===== src/rtl/s_machine_pkg.sv =====
// Shared definitions for the S-Machine core: opcodes, FSM states and
// instruction field extraction helpers.
package s_machine_pkg;

  // Helpers operate on a zero-extended instruction of this width.
  localparam int MAX_INSTR_W = 64;
  localparam int MAX_FIELD_W = 32;

  localparam logic [3:0] OP_NOP  = 4'h0;
  localparam logic [3:0] OP_LDI  = 4'h1;
  localparam logic [3:0] OP_ADD  = 4'h2;
  localparam logic [3:0] OP_SUB  = 4'h3;
  localparam logic [3:0] OP_INC  = 4'h4;
  localparam logic [3:0] OP_OR   = 4'h5;
  localparam logic [3:0] OP_AND  = 4'h6;
  localparam logic [3:0] OP_XOR  = 4'h7;
  localparam logic [3:0] OP_JMP  = 4'h8;
  localparam logic [3:0] OP_JZ   = 4'h9;
  localparam logic [3:0] OP_HALT = 4'hA;

  typedef enum logic [1:0] {
    ST_IDLE  = 2'd0,
    ST_FETCH = 2'd1,
    ST_EXEC  = 2'd2,
    ST_HALT  = 2'd3
  } state_e;

  function automatic logic [MAX_FIELD_W-1:0] field_mask(input int width);
    field_mask = (MAX_FIELD_W'(1'b1) << width) - MAX_FIELD_W'(1'b1);
  endfunction

  function automatic logic [3:0] instr_op(input logic [MAX_INSTR_W-1:0] w,
                                          input int reg_aw, input int data_w);
    instr_op = 4'(w >> (2 * reg_aw + data_w));
  endfunction

  function automatic logic [MAX_FIELD_W-1:0] instr_rd(input logic [MAX_INSTR_W-1:0] w,
                                                      input int reg_aw, input int data_w);
    instr_rd = MAX_FIELD_W'(w >> (reg_aw + data_w)) & field_mask(reg_aw);
  endfunction

  function automatic logic [MAX_FIELD_W-1:0] instr_rs(input logic [MAX_INSTR_W-1:0] w,
                                                      input int reg_aw, input int data_w);
    instr_rs = MAX_FIELD_W'(w >> data_w) & field_mask(reg_aw);
  endfunction

  function automatic logic [MAX_FIELD_W-1:0] instr_imm(input logic [MAX_INSTR_W-1:0] w,
                                                       input int data_w);
    instr_imm = MAX_FIELD_W'(w) & field_mask(data_w);
  endfunction

endpackage


===== src/rtl/s_machine_alu.sv =====
// Combinational ALU: result plus carry/borrow and zero for opcodes LDI..XOR.
module s_machine_alu
  import s_machine_pkg::*;
#(
  parameter int DATA_W = 8
) (
  input  logic [3:0]        op,
  input  logic [DATA_W-1:0] a,
  input  logic [DATA_W-1:0] b,
  output logic [DATA_W-1:0] result,
  output logic              carry,
  output logic              zero
);

  logic [DATA_W:0] wide_s;

  // One extra bit holds carry-out for ADD/INC and borrow for SUB.
  always_comb begin
    wide_s = '0;
    case (op)
      OP_LDI:  wide_s = {1'b0, b};
      OP_ADD:  wide_s = {1'b0, a} + {1'b0, b};
      OP_SUB:  wide_s = {1'b0, a} - {1'b0, b};
      OP_INC:  wide_s = {1'b0, a} + (DATA_W + 1)'(1'b1);
      OP_OR:   wide_s = {1'b0, a | b};
      OP_AND:  wide_s = {1'b0, a & b};
      OP_XOR:  wide_s = {1'b0, a ^ b};
      default: wide_s = '0;
    endcase
    result = wide_s[DATA_W-1:0];
    carry  = wide_s[DATA_W];
    zero   = (wide_s[DATA_W-1:0] == '0);
  end

endmodule


===== src/rtl/s_machine_core.sv =====
// Multi-cycle S-Machine core: FSM, program counter, register file, flags and
// writable program RAM; two clocks per instruction (FETCH, EXEC).
module s_machine_core
  import s_machine_pkg::*;
#(
  parameter  int DATA_W  = 8,
  parameter  int NREGS   = 4,
  parameter  int PC_W    = 8,
  localparam int REG_AW  = $clog2(NREGS),
  localparam int INSTR_W = 4 + 2 * REG_AW + DATA_W
) (
  input  logic               clk,
  input  logic               rst_n,
  input  logic               enable,
  input  logic               restart,
  input  logic               prog_we,
  input  logic [PC_W-1:0]    prog_addr,
  input  logic [INSTR_W-1:0] prog_wdata,
  input  logic [REG_AW-1:0]  dbg_sel,
  output logic [DATA_W-1:0]  dbg_data,
  output logic [PC_W-1:0]    count,
  output logic               flag_z,
  output logic               flag_c,
  output logic               halted,
  output logic               err
);

  state_e state_r, state_next_s;

  logic [INSTR_W-1:0] prog_mem_r [2**PC_W];
  logic [INSTR_W-1:0] ir_r;
  logic [DATA_W-1:0]  regs_r [NREGS];
  logic [PC_W-1:0]    pc_r;
  logic               z_r, c_r, err_r, halted_r;

  logic [3:0]         op_s;
  logic [REG_AW-1:0]  rd_s, rs_s;
  logic [DATA_W-1:0]  imm_s, alu_a_s, alu_b_s, alu_res_s;
  logic               alu_c_s, alu_z_s;
  logic [PC_W-1:0]    pc_inc_s, jmp_tgt_s;
  logic               prog_wr_ok_s;

  assign op_s  = instr_op(MAX_INSTR_W'(ir_r), REG_AW, DATA_W);
  assign rd_s  = REG_AW'(instr_rd(MAX_INSTR_W'(ir_r), REG_AW, DATA_W));
  assign rs_s  = REG_AW'(instr_rs(MAX_INSTR_W'(ir_r), REG_AW, DATA_W));
  assign imm_s = DATA_W'(instr_imm(MAX_INSTR_W'(ir_r), DATA_W));

  // Cast truncates or zero-extends the immediate to the PC width.
  assign jmp_tgt_s    = PC_W'(imm_s);
  assign pc_inc_s     = pc_r + PC_W'(1'b1);
  assign prog_wr_ok_s = (state_r == ST_IDLE) || (state_r == ST_HALT);

  assign dbg_data = regs_r[dbg_sel];
  assign count    = pc_r;
  assign flag_z   = z_r;
  assign flag_c   = c_r;
  assign err      = err_r;
  assign halted   = halted_r;

  // ALU operand select: LDI takes the immediate in place of rs.
  always_comb begin
    alu_a_s = regs_r[rd_s];
    if (op_s == OP_LDI) begin
      alu_b_s = imm_s;
    end else begin
      alu_b_s = regs_r[rs_s];
    end
  end

  s_machine_alu #(.DATA_W(DATA_W)) u_alu (
    .op     (op_s),
    .a      (alu_a_s),
    .b      (alu_b_s),
    .result (alu_res_s),
    .carry  (alu_c_s),
    .zero   (alu_z_s)
  );

  // FSM state and halted indicator registers.
  always_ff @(posedge clk or negedge rst_n) begin
    if (!rst_n) begin
      state_r  <= ST_IDLE;
      halted_r <= 1'b0;
    end else begin
      state_r  <= state_next_s;
      halted_r <= (state_next_s == ST_HALT);
    end
  end

  // Next-state decode; enable is deliberately not looked at in EXEC or HALT.
  always_comb begin
    state_next_s = state_r;
    case (state_r)
      ST_IDLE: begin
        if (enable) begin
          state_next_s = ST_FETCH;
        end else begin
          state_next_s = ST_IDLE;
        end
      end
      ST_FETCH: begin
        if (enable) begin
          state_next_s = ST_EXEC;
        end else begin
          state_next_s = ST_IDLE;
        end
      end
      ST_EXEC: begin
        if (op_s >= OP_HALT) begin
          state_next_s = ST_HALT;
        end else begin
          state_next_s = ST_FETCH;
        end
      end
      ST_HALT: begin
        if (restart) begin
          state_next_s = ST_IDLE;
        end else begin
          state_next_s = ST_HALT;
        end
      end
      default: state_next_s = ST_IDLE;
    endcase
  end

  // Program RAM write port; contents are intentionally not reset.
  always_ff @(posedge clk) begin
    if (prog_we && prog_wr_ok_s) begin
      prog_mem_r[prog_addr] <= prog_wdata;
    end
  end

  // Fetch latch and EXEC commit of registers, flags, PC and error state.
  always_ff @(posedge clk or negedge rst_n) begin
    if (!rst_n) begin
      pc_r  <= '0;
      z_r   <= 1'b0;
      c_r   <= 1'b0;
      err_r <= 1'b0;
      ir_r  <= '0;
      for (int i = 0; i < NREGS; i++) begin
        regs_r[i] <= '0;
      end
    end else begin
      case (state_r)
        ST_FETCH: ir_r <= prog_mem_r[pc_r];
        ST_EXEC: begin
          case (op_s)
            OP_NOP: pc_r <= pc_inc_s;
            OP_LDI, OP_ADD, OP_SUB, OP_INC, OP_OR, OP_AND, OP_XOR: begin
              regs_r[rd_s] <= alu_res_s;
              z_r          <= alu_z_s;
              c_r          <= alu_c_s;
              pc_r         <= pc_inc_s;
            end
            OP_JMP:  pc_r <= jmp_tgt_s;
            OP_JZ:   pc_r <= z_r ? jmp_tgt_s : pc_inc_s;
            OP_HALT: pc_r <= pc_r;
            default: err_r <= 1'b1;
          endcase
        end
        ST_HALT: begin
          if (restart) begin
            pc_r  <= '0;
            z_r   <= 1'b0;
            c_r   <= 1'b0;
            err_r <= 1'b0;
          end
        end
        default: ir_r <= ir_r;
      endcase
    end
  end

endmodule


===== config.mk =====
export PLATFORM = sky130hd
export DESIGN_NAME = s_machine_core
export DESIGN_NICKNAME = d
export VERILOG_FILES = /design/src/rtl/s_machine_pkg.sv /design/src/rtl/s_machine_alu.sv /design/src/rtl/s_machine_core.sv
export SDC_FILE = /design/constraint.sdc
export NUM_CORES = 2
export LEC_CHECK = 0
export ABC_CLOCK_PERIOD_IN_PS = 4900
export CAP_MARGIN = 30
export CORE_ASPECT_RATIO = 0.6
export CORE_UTILIZATION = 50
export CTS_CLUSTER_DIAMETER = 50
export DETAILED_ROUTE_END_ITERATION = 10
export PLACE_DENSITY_LB_ADDON = 0.05
export REMOVE_ABC_BUFFERS = 1
export SYNTH_ARGS = -nofsm -noshare
export SYNTH_HDL_FRONTEND = slang
export SYNTH_SLANG_ARGS = --single-unit

===== constraint.sdc =====
create_clock -name clk -period 4.9 [get_ports clk]
set_input_delay 0.735 -clock clk [delete_from_list [all_inputs] [get_ports clk]]
set_output_delay 0.735 -clock clk [all_outputs]
set_load 0.005 [all_outputs]

==> reports/results.tsv <==
metric	value	unit
synth_compound_area_frac	0.0414	
synth_top_cell_by_area	edfxtp_1	
synth-adder-area-share	0.00250	
grt_usage	0.314	
muxShareOfSynthArea	0.152	
syn_inst	7932	
path_class	register to register	
finalClockSkew	39.1	ps
fillers	23800	
wire_per_inst	39.2	um
grt_antenna_before_repair	49	
ir_worst_vdd	341	uV
utilization	0.576	
hold_viol	0	
die_w	739	um
die_area	0.328	sq mm
avgSynthCellArea	20.5	sq um
holdWs	205	ps
cts.sink_count	4158	
wirelength	521	mm
final_cell_mix	edfxtp_1, mux4_2, mux2i_1	
start_util	0.505	
synth_xor_area_frac	0.000215	
drive_above_1_share	0.260	
status	finished, final reports clean	
hold_buffers	1	
hold_depth	1	
setup_viol	0	
vias	88300	
gr-total-overflow	0	
h-tree-depth	5	
cts_tree	yes	
yosys.cell_types.count	84	
clk_pin_slew_worst_paths	60	ps
path_max_fanout	35	
final_area	0.186	sq mm
synth_top_family_by_area	multiplexers	
r2r_cells	11	
coreArea	0.322	sq mm
io_pins	51	
place.gp.congestion	0.888	
fin_setup_tns	0	ps
p_leak	59.6	nW
grt_pass1_vias	83300	
synth_area_leaders	edfxtp_1, mux4_2, mux2i_1, o221ai_1, dfrtp_1	
port_buffers	50	
clk_path_buf_depth	4	
end_kind	register	
ant_nets	0	
maxCapViolations	0	
placed_area	0.173	sq mm
drtIter0Drc	13900	
period_minus_slack	4510	ps
fp.dieH	444	um
final_common_cell	edfxtp_1	
hold_class	primary input to register	
drv_slew	0	
nets	8704	
drtPass1Iterations	9	
clock_latency	950	ps
vias_per_cell	6.64	
clock.fmax	222	MHz
layout_worst_path_cycle_share	0.921	
grt_pass1_wl	710	mm
grt_max_degree	168	
rsz0062_at_grt	false	
drc	0	
ys.flop_type	edfxtp_1	
ctsRootBufferMaster	clkbuf_16	
fp-row-count	161	
ctsResizeCount	0	
synthArstFlopShare	0.0149	
seq_area_frac_synth	0.765	
timing.slew.headroom	0.154	
netlist.area_leader.share	0.755	
arrival	5380	ps
cts_buffers	391	
cts_setup_buffers	0	
regToRegSetupSlack	390	ps
cp.required	5760	ps
critical_path.startpoint_type	register	
area_delta_synth_final	14.0	%
power.density	533	mW/mm^2
ys_warn_count	0	
tightest_slew	1270	ps
ys_seq_elements	4158	
synth-simple-area-share	0.0204	
synth_edf_count	4096	
place_hpwl	327	mm
synth_area	0.163	sq mm
## cells in the mapped netlist, drive strengths merged, types with 8 or more instances
master,number
edfxtp,4096
mux4,785
mux2i,660
nor2,372
buf,254
o221ai,243
clkbuf,224
a21oi,205
nand2,159
o22ai,157
o21ai,127
nor3,71
dfrtp,62
nand3,49
mux2,46
a22oi,43
a31oi,31
ha,31
inv,31
a211oi,30
nor4,20
a2111oi,19
and2,19
nor2b,19
a221oi,16
o21a,13
o211ai,12
nand2b,11
a211o,10
o31ai,8
## final timing paths
kind / to / from
worst min register to register: regs_r[4]$_DFFE_PN0P_ / regs_r[4]$_DFFE_PN0P_
worst max-delay path: ir_r[3]$_DFFE_PN0N_ / count[0]$_DFFE_PN0P_
worst min-delay path: prog_mem_r[216][0]$_DFFE_PP_ / prog_wdata[0]
min in group asynchronous: regs_r[21]$_DFFE_PN0P_ / rst_n
worst max register to register: ir_r[3]$_DFFE_PN0N_ / count[0]$_DFFE_PN0P_
max in group asynchronous: count[0]$_DFFE_PN0P_ / rst_n
## final cells by class
type | instances | area (sq um) | share of cell area
Tap cell | 4319 | 5400 | 0.0291
Clock inverter | 232 | 2020 | 0.0109
Multi-Input combinational cell | 3264 | 35900 | 0.193
Sequential cell | 4158 | 125000 | 0.671
Antenna cell | 23 | 57.6 | 0.000310
Clock buffer | 477 | 10300 | 0.0556
Timing Repair Buffer | 794 | 7360 | 0.0396
Inverter | 32 | 135 | 0.000728
## routing by layer
| metal | GRT usage | vias up | wire length, um |
|---|---|---|---|
| met5 | 0 | - | 133 |
| met4 | 0.0766 | 18 | 13300 |
| met3 | 0.0919 | 657 | 66400 |
| met2 | 0.430 | 5464 | 216000 |
| met1 | 0.497 | 47400 | 225000 |
| li1 | - | 34700 | - |
## registers in the layout, summed over array words and instances, names as in the netlist
name / cells
regs_r: 32
err: 1
flag_z: 1
count: 8
halted: 1
flag_c: 1
ir_r: 16
prog_mem_r: 4096
state_r: 2
## cell families (layout without fill, tap and decap cells)
logic type	Yosys count	count (layout)
AOI/OAI and AO/OA	978	978
xor gates and xnor gates	4	4
adders and majority gates	32	32
buffers and inverters	510	1535
DFF	4158	4158
muxes	1491	1491
other	0	23
and+or+nand+nor	759	759
## power breakdown
part / total [W] / leakage, nW / switching (W) / internal [W]
Sequential: 0.0400 / 37.6 / 0.000700 / 0.0393
Clock: 0.0301 / 6.07 / 0.0133 / 0.0168
Combinational: 0.0289 / 15.9 / 0.0178 / 0.0110
Total: 0.0990 / 59.6 / 0.0319 / 0.0671
## metrics by stage
step	std cells	setup WS (ps)	total power (W)
2_1_floorplan	7454	-46130	0.0523
4_1_cts	13300	412	0.0989
5_1_grt	13300	434	0.102
3_5_place_dp	12600	392	0.0692
3_3_place_gp	12500	293	0.0690
6_report	13300	388	0.0990
## worst max-delay path, stage by stage (launching register included)
cell and delay [ps]:
dfrtp_4 1010, buf_12 230, buf_4 330, buf_12 320, mux2i_1 120, o221ai_1 330, o22ai_1 150, o21ai_0 680
nand2_1 210, nor4_1 600, buf_4 220, a221o_1 90
(Power assumes the default switching activity.)
